## config.mk

```make
export PLATFORM = sky130hd
export DESIGN_NAME = vta_host_launch_seq
export DESIGN_NICKNAME = d
export VERILOG_FILES = /design/src/rtl/vta_host_pkg.sv /design/src/rtl/vta_host_req_port.sv /design/src/rtl/vta_host_launch_seq.sv
export SDC_FILE = /design/constraint.sdc
export NUM_CORES = 1
export LEC_CHECK = 0
export CORE_MARGIN = 1
export CORE_UTILIZATION = 47
export DETAILED_ROUTE_END_ITERATION = 7
export HOLD_SLACK_MARGIN = 0.08
export PLACE_DENSITY = 0.81
export SETUP_SLACK_MARGIN = 0.02
export SKIP_CTS_REPAIR_TIMING = 1
export SYNTH_ARGS = -nofsm -noshare
export SYNTH_HDL_FRONTEND = slang
export SYNTH_SLANG_ARGS = --single-unit
```

## constraint.sdc

```tcl
create_clock -name clock -period 2.8 [get_ports clock]
set_clock_uncertainty 0.15 [all_clocks]
set_input_delay 0.42 -clock clock [delete_from_list [all_inputs] [get_ports clock]]
set_output_delay 0.42 -clock clock [all_outputs]
set_load 0.03 [all_outputs]
```

## src/rtl/vta_host_pkg.sv

```systemverilog
// vta_host_pkg: register map, opcodes and sequencer states for the VTA host launch sequencer
package vta_host_pkg;
  localparam int CTRL_ADDR = 'h00;
  localparam int CYCLES_ADDR = 'h04;
  localparam int ARG_BASE = 'h08;
  localparam int ARG_STRIDE = 4;
  localparam int CTRL_START_BIT = 0;
  localparam int CTRL_DONE_BIT = 1;
  localparam logic OP_RD = 1'b0;
  localparam logic OP_WR = 1'b1;
  typedef enum logic [3:0] {
    S_IDLE, S_WR_ARG, S_WR_START, S_RD_CTRL, S_WAIT_CTRL, S_GAP, S_RD_CYC, S_WAIT_CYC, S_DONE
  } state_t;
endpackage

```

## src/rtl/vta_host_req_port.sv

```systemverilog
// vta_host_req_port: request register held until deq, plus tracking of the one outstanding read
module vta_host_req_port
  import vta_host_pkg::*;
#(
  parameter int ADDR_BITS = 8,
  parameter int DATA_BITS = 32
) (
  input  logic                 clock,
  input  logic                 reset,
  input  logic                 issue,
  input  logic                 abort,
  input  logic                 issue_op,
  input  logic [ADDR_BITS-1:0] issue_addr,
  input  logic [DATA_BITS-1:0] issue_value,
  input  logic                 req_deq,
  input  logic                 resp_valid,
  output logic                 req_valid,
  output logic                 req_opcode,
  output logic [ADDR_BITS-1:0] req_addr,
  output logic [DATA_BITS-1:0] req_value,
  output logic                 accepted,
  output logic                 resp_ok
);
  logic pending;
  assign accepted = req_valid && req_deq;
  // a response only counts once its read was accepted on an earlier edge
  assign resp_ok = resp_valid && pending;
  always_ff @(posedge clock)
    if (reset || abort) begin
      req_valid <= 1'b0;
      req_opcode <= 1'b0;
      req_addr <= '0;
      req_value <= '0;
      pending <= 1'b0;
    end else begin
      if (issue) begin
        req_valid <= 1'b1;
        req_opcode <= issue_op;
        req_addr <= issue_addr;
        req_value <= issue_value;
      end else if (accepted) req_valid <= 1'b0;
      if (accepted && req_opcode == OP_RD) pending <= 1'b1;
      else if (resp_ok) pending <= 1'b0;
    end
endmodule

```

## src/rtl/vta_host_launch_seq.sv

```systemverilog
// vta_host_launch_seq: writes args, starts VTA, polls CTRL until done, then reads CYCLES.
// Define VTA_HOST_LAUNCH_SEQ_TIMEOUT_EN to add a busy-cycle watchdog that forces DONE with done_timeout.
module vta_host_launch_seq
  import vta_host_pkg::*;
#(
  parameter int ADDR_BITS = 8,
  parameter int DATA_BITS = 32,
  parameter int NUM_ARGS = 4,
  parameter int POLL_GAP = 8,
  parameter int TIMEOUT_CYCLES = 65535
) (
  input  logic                          clock,
  input  logic                          reset,
  input  logic                          cmd_valid,
  output logic                          cmd_ready,
  input  logic [NUM_ARGS*DATA_BITS-1:0] cmd_args,
  output logic                          req_valid,
  output logic                          req_opcode,
  output logic [ADDR_BITS-1:0]          req_addr,
  output logic [DATA_BITS-1:0]          req_value,
  input  logic                          req_deq,
  input  logic                          resp_valid,
  input  logic [DATA_BITS-1:0]          resp_bits,
  output logic                          busy,
  output logic                          done_valid,
  output logic [DATA_BITS-1:0]          done_cycles,
  output logic                          done_timeout
);
  localparam int IW = $clog2(NUM_ARGS) + 1;
  localparam int GW = $clog2(POLL_GAP + 1);
  state_t state, nxt;
  logic [IW-1:0] arg_idx, idx_n;
  logic [NUM_ARGS*DATA_BITS-1:0] args_q;
  logic [GW-1:0] gap_cnt;
  logic issue, iss_op, accepted, resp_ok, abort, to_q, accept_cmd;
  logic [ADDR_BITS-1:0] iss_addr;
  logic [DATA_BITS-1:0] iss_value;
  assign cmd_ready = state == S_IDLE;
  assign busy = !cmd_ready;
  assign done_valid = state == S_DONE;
  assign done_timeout = done_valid && to_q;
  assign accept_cmd = cmd_valid && cmd_ready;
  assign idx_n = cmd_ready ? '0 : arg_idx + 1'b1;
  always_comb begin
    nxt = state;
    case (state)
      S_IDLE:      nxt = cmd_valid ? S_WR_ARG : S_IDLE;
      S_WR_ARG:    nxt = !accepted ? S_WR_ARG : arg_idx == IW'(NUM_ARGS - 1) ? S_WR_START : S_WR_ARG;
      S_WR_START:  nxt = accepted ? S_RD_CTRL : S_WR_START;
      S_RD_CTRL:   nxt = accepted ? S_WAIT_CTRL : S_RD_CTRL;
      S_WAIT_CTRL: nxt = !resp_ok ? S_WAIT_CTRL : resp_bits[CTRL_DONE_BIT] ? S_RD_CYC : S_GAP;
      S_GAP:       nxt = gap_cnt == GW'(1) ? S_RD_CTRL : S_GAP;
      S_RD_CYC:    nxt = accepted ? S_WAIT_CYC : S_RD_CYC;
      S_WAIT_CYC:  nxt = resp_ok ? S_DONE : S_WAIT_CYC;
      default:     nxt = S_IDLE;
    endcase
    if (abort) nxt = S_DONE;
    // the next request is loaded on the same edge that retires the previous one
    issue = !abort && (nxt != state || (state == S_WR_ARG && accepted)) &&
            (nxt == S_WR_ARG || nxt == S_WR_START || nxt == S_RD_CTRL || nxt == S_RD_CYC);
    iss_op = (nxt == S_WR_ARG || nxt == S_WR_START) ? OP_WR : OP_RD;
    iss_addr = nxt == S_WR_ARG ? ADDR_BITS'(ARG_BASE + ARG_STRIDE * 32'(idx_n)) :
               nxt == S_RD_CYC ? ADDR_BITS'(CYCLES_ADDR) : ADDR_BITS'(CTRL_ADDR);
    iss_value = nxt == S_WR_ARG ? (cmd_ready ? cmd_args[DATA_BITS-1:0] : args_q[DATA_BITS-1:0]) :
                nxt == S_WR_START ? DATA_BITS'(1 << CTRL_START_BIT) : '0;
  end
  // args_q always holds the not-yet-issued args with the next one in the low word
  always_ff @(posedge clock)
    if (reset) begin
      state <= S_IDLE;
      arg_idx <= '0;
      args_q <= '0;
      gap_cnt <= '0;
      done_cycles <= '0;
      to_q <= 1'b0;
    end else begin
      state <= nxt;
      if (accept_cmd) begin
        arg_idx <= '0;
        args_q <= cmd_args >> DATA_BITS;
        to_q <= 1'b0;
      end else if (state == S_WR_ARG && accepted) begin
        arg_idx <= idx_n;
        args_q <= args_q >> DATA_BITS;
      end
      gap_cnt <= (state == S_WAIT_CTRL && resp_ok) ? GW'(POLL_GAP) : state == S_GAP ? gap_cnt - 1'b1 : gap_cnt;
      if (abort) begin
        done_cycles <= '0;
        to_q <= 1'b1;
      end else if (state == S_WAIT_CYC && resp_ok) done_cycles <= resp_bits;
    end
`ifdef VTA_HOST_LAUNCH_SEQ_TIMEOUT_EN
  logic [31:0] wd;
  always_ff @(posedge clock)
    if (reset || accept_cmd) wd <= '0;
    else if (busy) wd <= wd + 1'b1;
  assign abort = busy && !done_valid && wd == 32'(TIMEOUT_CYCLES - 1);
`else
  // no watchdog: a negative limit is impossible, so this never fires
  assign abort = TIMEOUT_CYCLES < 0;
`endif
  vta_host_req_port #(.ADDR_BITS(ADDR_BITS), .DATA_BITS(DATA_BITS)) u_port (
    .clock(clock), .reset(reset), .issue(issue), .abort(abort), .issue_op(iss_op),
    .issue_addr(iss_addr), .issue_value(iss_value), .req_deq(req_deq), .resp_valid(resp_valid),
    .req_valid(req_valid), .req_opcode(req_opcode), .req_addr(req_addr), .req_value(req_value),
    .accepted(accepted), .resp_ok(resp_ok)
  );
endmodule

```

Word level (Yosys, flattened, before mapping)

Index checks and enable logic that the tools add are counted.

Register bits: 182
Logic and storage cells: 76
Bits of input ports: 165

Eq/ne operators: 15
Reductions and logical operators: 20
Multiplexer cells: 26
Bitwise operators: 1
$add $sub $neg: 3

Operators with widths:

| operator                                         | number |
|---|---|
| 2-to-1 mux 96 bit                                | 2 |
| 2-to-1 mux 32 bit                                | 2 |
| one-hot mux 4 bit (8 select lines)               | 1 |
| == test 4 x 3 -> 1 bit, second input constant    | 5 |
| == test 4 x 2 -> 1 bit, second input constant    | 4 |
| == test 4 x 1 -> 1 bit, second input constant    | 3 |
| 2-to-1 mux 3 bit                                 | 4 |
| 2-to-1 mux 4 bit                                 | 3 |
| 2-to-1 mux 1 bit                                 | 9 |
| logical AND 1 bit                                | 8 |
| 2-to-1 mux 2 bit                                 | 4 |
| nonzero test 2 bit                               | 4 |
| adder 4 x 5 -> 6 bit, first input constant       | 1 |
| 2-to-1 mux 6 bit                                 | 1 |
| == test 4 bit, second input constant             | 1 |
| logical NOT 4 bit                                | 1 |
| logical OR 1 bit                                 | 4 |
| inequality test 4 bit                            | 1 |
| OR reduction 2 bit                               | 2 |
| subtractor 4 x 1 -> 4 bit, second input constant | 1 |
| adder 3 x 1 -> 3 bit, second input constant      | 1 |
| == test 3 x 2 -> 1 bit, second input constant    | 1 |
| logical NOT 1 bit                                | 1 |
| inverter 1 bit                                   | 1 |

Longest topological paths before layout

Depth in word-level cells: 10
Depth in mapped cells: 10

Modules after synthesis

A second synthesis with hierarchy kept.

Cells, all modules: 890
Area total of the unflattened synthesis: 7597.3 µm²

Modules (own cells, without submodules):

| module              | instances | cells each | area an instance (µm²) | sequential area each (µm²) |
|---|---|---|---|---|
| vta_host_launch_seq | 1         | 746        | 6008.3                 | 2782.7 |
| vta_host_req_port   | 1         | 144        | 1589.0                 | 860.8 |

Least setup slack after synthesis

OpenSTA, ideal clock, no wires.

Kind: reg-to-reg
From: register u_port.req_valid
To: register u_port.req_value[0]
Stages on the path, launching flop included: 7
Period minus slack after synthesis: 2646 ps
Arrival time: 2437 ps
Setup slack: 154 ps
Setup time: 59 ps
Data required time: 2591 ps
Cell sequence: dfxtp_1 -> and3b_1 -> or4b_4 -> or3b_2 -> or4_1 -> a2111oi_0 -> mux2_1

Word-level cells in the longest chain between the ends: 8
Elaborated cells on any way between the ends: 19
Classes of those cells: eq/ne: 5; mux: 7; reduce/logical: 7

Ends and longest elaborated chain:

| item                                                             | line                                                                            | text |
|---|---|---|
| start, declared                                                  | vta_host_req_port.sv:17                                                         | `output logic req_valid,` |
| start signal, assigned                                           | vta_host_req_port.sv:30                                                         | `req_valid <= 1'b0;` |
| start signal, assigned                                           | vta_host_req_port.sv:37                                                         | `req_valid <= 1'b1;` |
| start signal, assigned                                           | vta_host_req_port.sv:41                                                         | `end else if (accepted) req_valid <= 1'b0;` |
| logical AND 1 bit *                                              | vta_host_req_port.sv:25                                                         | `assign accepted = req_valid && req_deq;` |
| 2-to-1 mux 1 bit (tied with other cells)                         | vta_host_launch_seq.sv:49, vta_host_launch_seq.sv:53                            |  |
| one-hot mux 4 bit (8 select lines)                               | vta_host_launch_seq.sv:46                                                       | `case (state)` |
| == test 4 x 1 -> 1 bit or == test 4 x 2 -> 1 bit (tied branches) | vta_host_launch_seq.sv:60, vta_host_launch_seq.sv:64, vta_host_launch_seq.sv:65 |  |
| logical OR 1 bit (3 in series)                                   | vta_host_launch_seq.sv:60                                                       | `(nxt == S_WR_ARG \|\| nxt == S_WR_START \|\| nxt == S_RD_CTRL \|\| nxt == S_RD_CYC);` |
| logical AND 1 bit                                                | vta_host_launch_seq.sv:59                                                       | `issue = !abort && (nxt != state \|\| (state == S_WR_ARG && accepted)) &&` |
| end signal, assigned                                             | vta_host_req_port.sv:40                                                         | `req_value <= issue_value;` |
| end, declared                                                    | vta_host_req_port.sv:20                                                         | `output logic [DATA_BITS-1:0] req_value,` |

Mark *: on every way between the ends. The rest lies on a longest branch, timed or not.
A chain may end at the register's enable or synchronous reset.

Worst setup path after layout

From: register arg_idx[0]
To: register u_port.req_value[0]

Word-level cells in the longest chain between the ends: 9
Elaborated cells on any way between the ends: 16
Classes of those cells: eq/ne: 6; mux: 5; reduce/logical: 5

Ends and longest elaborated chain:

| item                                                             | line                                                                            | text |
|---|---|---|
| start, declared                                                  | vta_host_launch_seq.sv:32                                                       | `logic [IW-1:0] arg_idx, idx_n;` |
| start signal, assigned                                           | vta_host_launch_seq.sv:83                                                       | `arg_idx <= idx_n;` |
| == test 3 x 2 -> 1 bit *                                         | vta_host_launch_seq.sv:48                                                       | `S_WR_ARG: nxt = !accepted ? S_WR_ARG : arg_idx == IW'(NUM_ARGS - 1) ? S_WR_START : S_WR_ARG;` |
| 2-to-1 mux 2 bit * (2 in series)                                 | vta_host_launch_seq.sv:48                                                       |  |
| one-hot mux 4 bit (8 select lines) *                             | vta_host_launch_seq.sv:46                                                       |  |
| == test 4 x 1 -> 1 bit or == test 4 x 2 -> 1 bit (tied branches) | vta_host_launch_seq.sv:60, vta_host_launch_seq.sv:64, vta_host_launch_seq.sv:65 |  |
| logical OR 1 bit (3 in series)                                   | vta_host_launch_seq.sv:60                                                       |  |
| logical AND 1 bit                                                | vta_host_launch_seq.sv:59                                                       |  |

Marked as above.

==> qor.json <==
{
  "pwr": {
    "fin_total_pwr_mw": 6.25,
    "power.leakage_nw": 4.11,
    "power.share.switching_pct": 25.3,
    "power.clock.fraction_pct": 39.5,
    "switching_power_mw": 1.58,
    "ir_worst_vdd_mv": 0.411,
    "p_int_mw": 4.67,
    "power_frac_comb_pct": 16.1,
    "pwr-share-seq_pct": 44.4,
    "power.density_nw_per_um2": 566
  },
  "cts": {
    "cts_max_level": 4,
    "cts_buffer_depth": 2,
    "clkLatencyLatePin_ps": 420,
    "cts.reportedPaths.clkPinSlew_ps": 60,
    "cts_made_buffers": 17,
    "cts_root_buffer": "clkbuf_16",
    "cts_tree": "done",
    "cts.sinks": 178
  },
  "sta": {
    "timing.final.crit_period_ps": 2700,
    "hold_violations": 0,
    "finalMaxSlewViolations": 0,
    "rsz0062_at_grt": "true",
    "worst_slack_ps": 102,
    "share_of_the_clock_period_used_by_the_worst_path_pct": 96.4,
    "finalSetupViolations": 0,
    "max_clock_freq_ghz": 0.371,
    "timing_worst_slew_pin_value_ps": 732,
    "worst_hold_slack_ps": 303,
    "relSlewSlack_pct": 51.2
  },
  "global_route": {
    "grt_max_degree": 162,
    "grt_residual_overflow": 0,
    "antenna_found_initial": 3,
    "grt_pass1_vias": 6629,
    "globalRouteTotalUtil_pct": 25.9,
    "global_route_wire_length_before_repair_um": 33900
  },
  "drt": {
    "met2WireLength_um": 10700,
    "wl_um": 22500,
    "final_antenna_violating_net_count": 0,
    "detail_route.wirelength.met1_um": 9970,
    "detail_route.iter0.violations": 514,
    "topRoutingLayerUsed": "met4",
    "average_routed_wire_per_standard_cell_um": 16.2,
    "detail_route.first_pass.iterations": 5,
    "met3_length_um": 1270,
    "overall_via_count_from_detail_route": 7341,
    "drcViolationCount": 0,
    "vias_per_cell": 5.29
  },
  "final_layout": {
    "fraction_of_final_layout_cells_sized_beyond_drive_strength_1_pct": 9.16,
    "seqCellArea_sq_um": 3560,
    "nets": 1325,
    "final.fill_count": 1273,
    "flow.area_growth_from_synthesis_pct": 41.8,
    "multi_input_gate_area_sq_um": 3870
  },
  "floorplanning": {
    "placement_rows": 46,
    "initial_core_util_pct": 48.5,
    "die_h_um": 131,
    "core-area_sq_um": 16100,
    "floorplan.die.width_um": 131,
    "io-pin-count": 243,
    "design.die.area_sq_um": 17100
  },
  "yosys": {
    "seq_area_frac_synth_pct": 45.7,
    "synth-simple-area-share_pct": 25.0,
    "synth_area_per_cell_sq_um": 8.20,
    "synth_top_family_by_area": "simple AND/OR/NAND/NOR gates",
    "ys.warnings.count": 0,
    "synth.area.mux_share_pct": 9.26,
    "ys_ff_latch": 178,
    "synth_adder_area_share_pct": 0.803,
    "post_synth_xor_area_fraction_pct": 0.337,
    "synthDistinctLibCells": 51,
    "mappedNetlistArea_sq_um": 7790,
    "post_synthesis_compound_gate_area_fraction_pct": 13.6,
    "synthesis.instances": 951
  },
  "setup_path": {
    "r2r_setup_slack_ps": 100,
    "criticalPathCategory": "register to register",
    "cp-start-kind": "register",
    "critical_path.endpoint_type": "register",
    "critPathArrivalTime_ps": 2920,
    "worstPathMaxFanout": 4,
    "required_ps": 3020
  },
  "place": {
    "detailedPlacementHpwl_um": 15500,
    "globalplace.congestion": 0.872,
    "pre_cts_ws_ps": -279,
    "place.port_buffers": 237
  },
  "status": {
    "run_status": "complete, no violations"
  },
  "worst_hold_path": {
    "hold_path.class": "register to register"
  },
  "run": {
    "timing.max_cap.violations": 0
  }
}
[through the flow]
| stage | utilization [%] | cell area (sq um) | setup TNS, ps | instances |
|---|---|---|---|---|
| after floorplan | - | 7810 | 0 | 955 |
| after global placement | 64.8 | 10400 | -5460 | 1351 |
| after detailed placement | 64.8 | 10400 | -6290 | 1351 |
| after CTS | 68.6 | 11000 | 0 | 1383 |
| after global routing | 68.8 | 11100 | -0.294 | 1387 |
| final | 68.8 | 11100 | 0 | 1387 |
[worst max-delay path: stages (launching register included)]
cell	delay (ps)
dfxtp_1	340
ha_1	210
ha_1	210
nand4b_1	130
a21oi_1	80
or3b_2	460
or4_1	530
a2111oi_2	370
mux2_1	170
[sequential cells by signal, summed over array words and instances (netlist names)]
name / count
arg_idx: 3
args_q: 96
done_cycles: 32
gap_cnt: 4
state: 4
u_port.pending: 1
u_port.req_addr: 4
u_port.req_opcode: 1
u_port.req_valid: 1
u_port.req_value: 32
[final timing paths]
kind | startpoint | end | depth (start not counted)
worst min-delay path | done_cycles[22] | done_cycles[22] | 2
worst max-delay path | arg_idx[0] | u_port.req_value[0] | 8
worst max register to register | arg_idx[0] | u_port.req_value[0] | 8
worst min register to register | done_cycles[22] | done_cycles[22] | 2
[cell usage in the layout (no fill, tap or decap), types with 3 or more instances in the layout]
master / count
nand2b_1: 36
nor3_1: 8
nor2_1: 79
clkbuf_16: 18
buf_12: 6
diode_2: 3
mux2i_1: 35
inv_1: 8
mux2_2: 31
a21oi_1: 71
ha_1: 5
nand3_1: 34
dfxtp_1: 178
inv_6: 3
clkdlybuf4s50_1: 235
conb_1: 5
a311oi_1: 65
nand2_1: 265
buf_4: 25
nor2b_1: 6
bufinv_16: 3
[power groups by stage]
stage	sequential, mW	clock, mW	combinational [mW]
global placement	2.82	0	0.971
CTS	2.77	2.50	0.992
global route	2.79	2.60	1.09
detailed placement	2.83	0	0.983
floorplan	2.88	0	0.487
finish	2.77	2.47	1.01
[metal layers]
layer  up-vias  global-route usage [%]
met3        40                    5.13
met4         0                    11.8
li1       3649                       -
met1      3410                    33.8
met2       242                    41.2
met5         -                       0
[Yosys cell counts, drive strengths merged]
master,number,area share [%]
nand2,266,13
dfxtp,178,46
nor2,79,3.8
a21oi,71,4.6
clkbuf,67,3.2
a311oi,65,7.3
nand2b,37,3.0
mux2i,35,4.5
nand3,34,2.2
mux2,33,4.8
buf,20,1.6
inv,9,0.43
nor3,9,0.58
nor2b,6,0.48
ha,5,0.80
or3b,3,0.34
or4,3,0.34
a2111oi,2,0.22
a211oi,2,0.19
a31oi,2,0.16
and3,2,0.16
nand4b,2,0.30
or4b,2,0.30
xnor2,2,0.22
a211o,1,0.11
a221o,1,0.13
a311o,1,0.13
a41o,1,0.13
a41oi,1,0.11
and2,1,0.080
and3b,1,0.11
and4,1,0.11
and4b,1,0.13
conb,1,0.048
nor4,1,0.080
o2111a,1,0.14
o2111ai,1,0.19
o22ai,1,0.080
o2bb2ai,1,0.11
or4bb,1,0.14
xor2,1,0.11
[cell families (layout without fill, tap and decap cells)]
kind of cell / Yosys count / in the layout
AO/OA/AOI/OAI: 151 / 151
XOR/XNOR: 3 / 3
adder cells (fa/ha/maj): 5 / 5
buffers and inverters: 96 / 309
flip-flops: 178 / 178
multiplexers: 68 / 68
other: 1 / 8
AND/OR/NAND/NOR: 449 / 449
[final cells by class]
| class | count | area share (%) |
|---|---|---|
| Clock inverter | 11 | 1.37 |
| Tap cell | 216 | 2.44 |
| Clock buffer | 21 | 4.17 |
| Timing Repair Buffer | 268 | 24.4 |
| Inverter | 9 | 0.306 |
| Multi-Input combinational cell | 681 | 35.0 |
| Sequential cell | 178 | 32.2 |
| Antenna cell | 3 | 0.0679 |
Note: power is estimated with default switching activity, not from simulation.
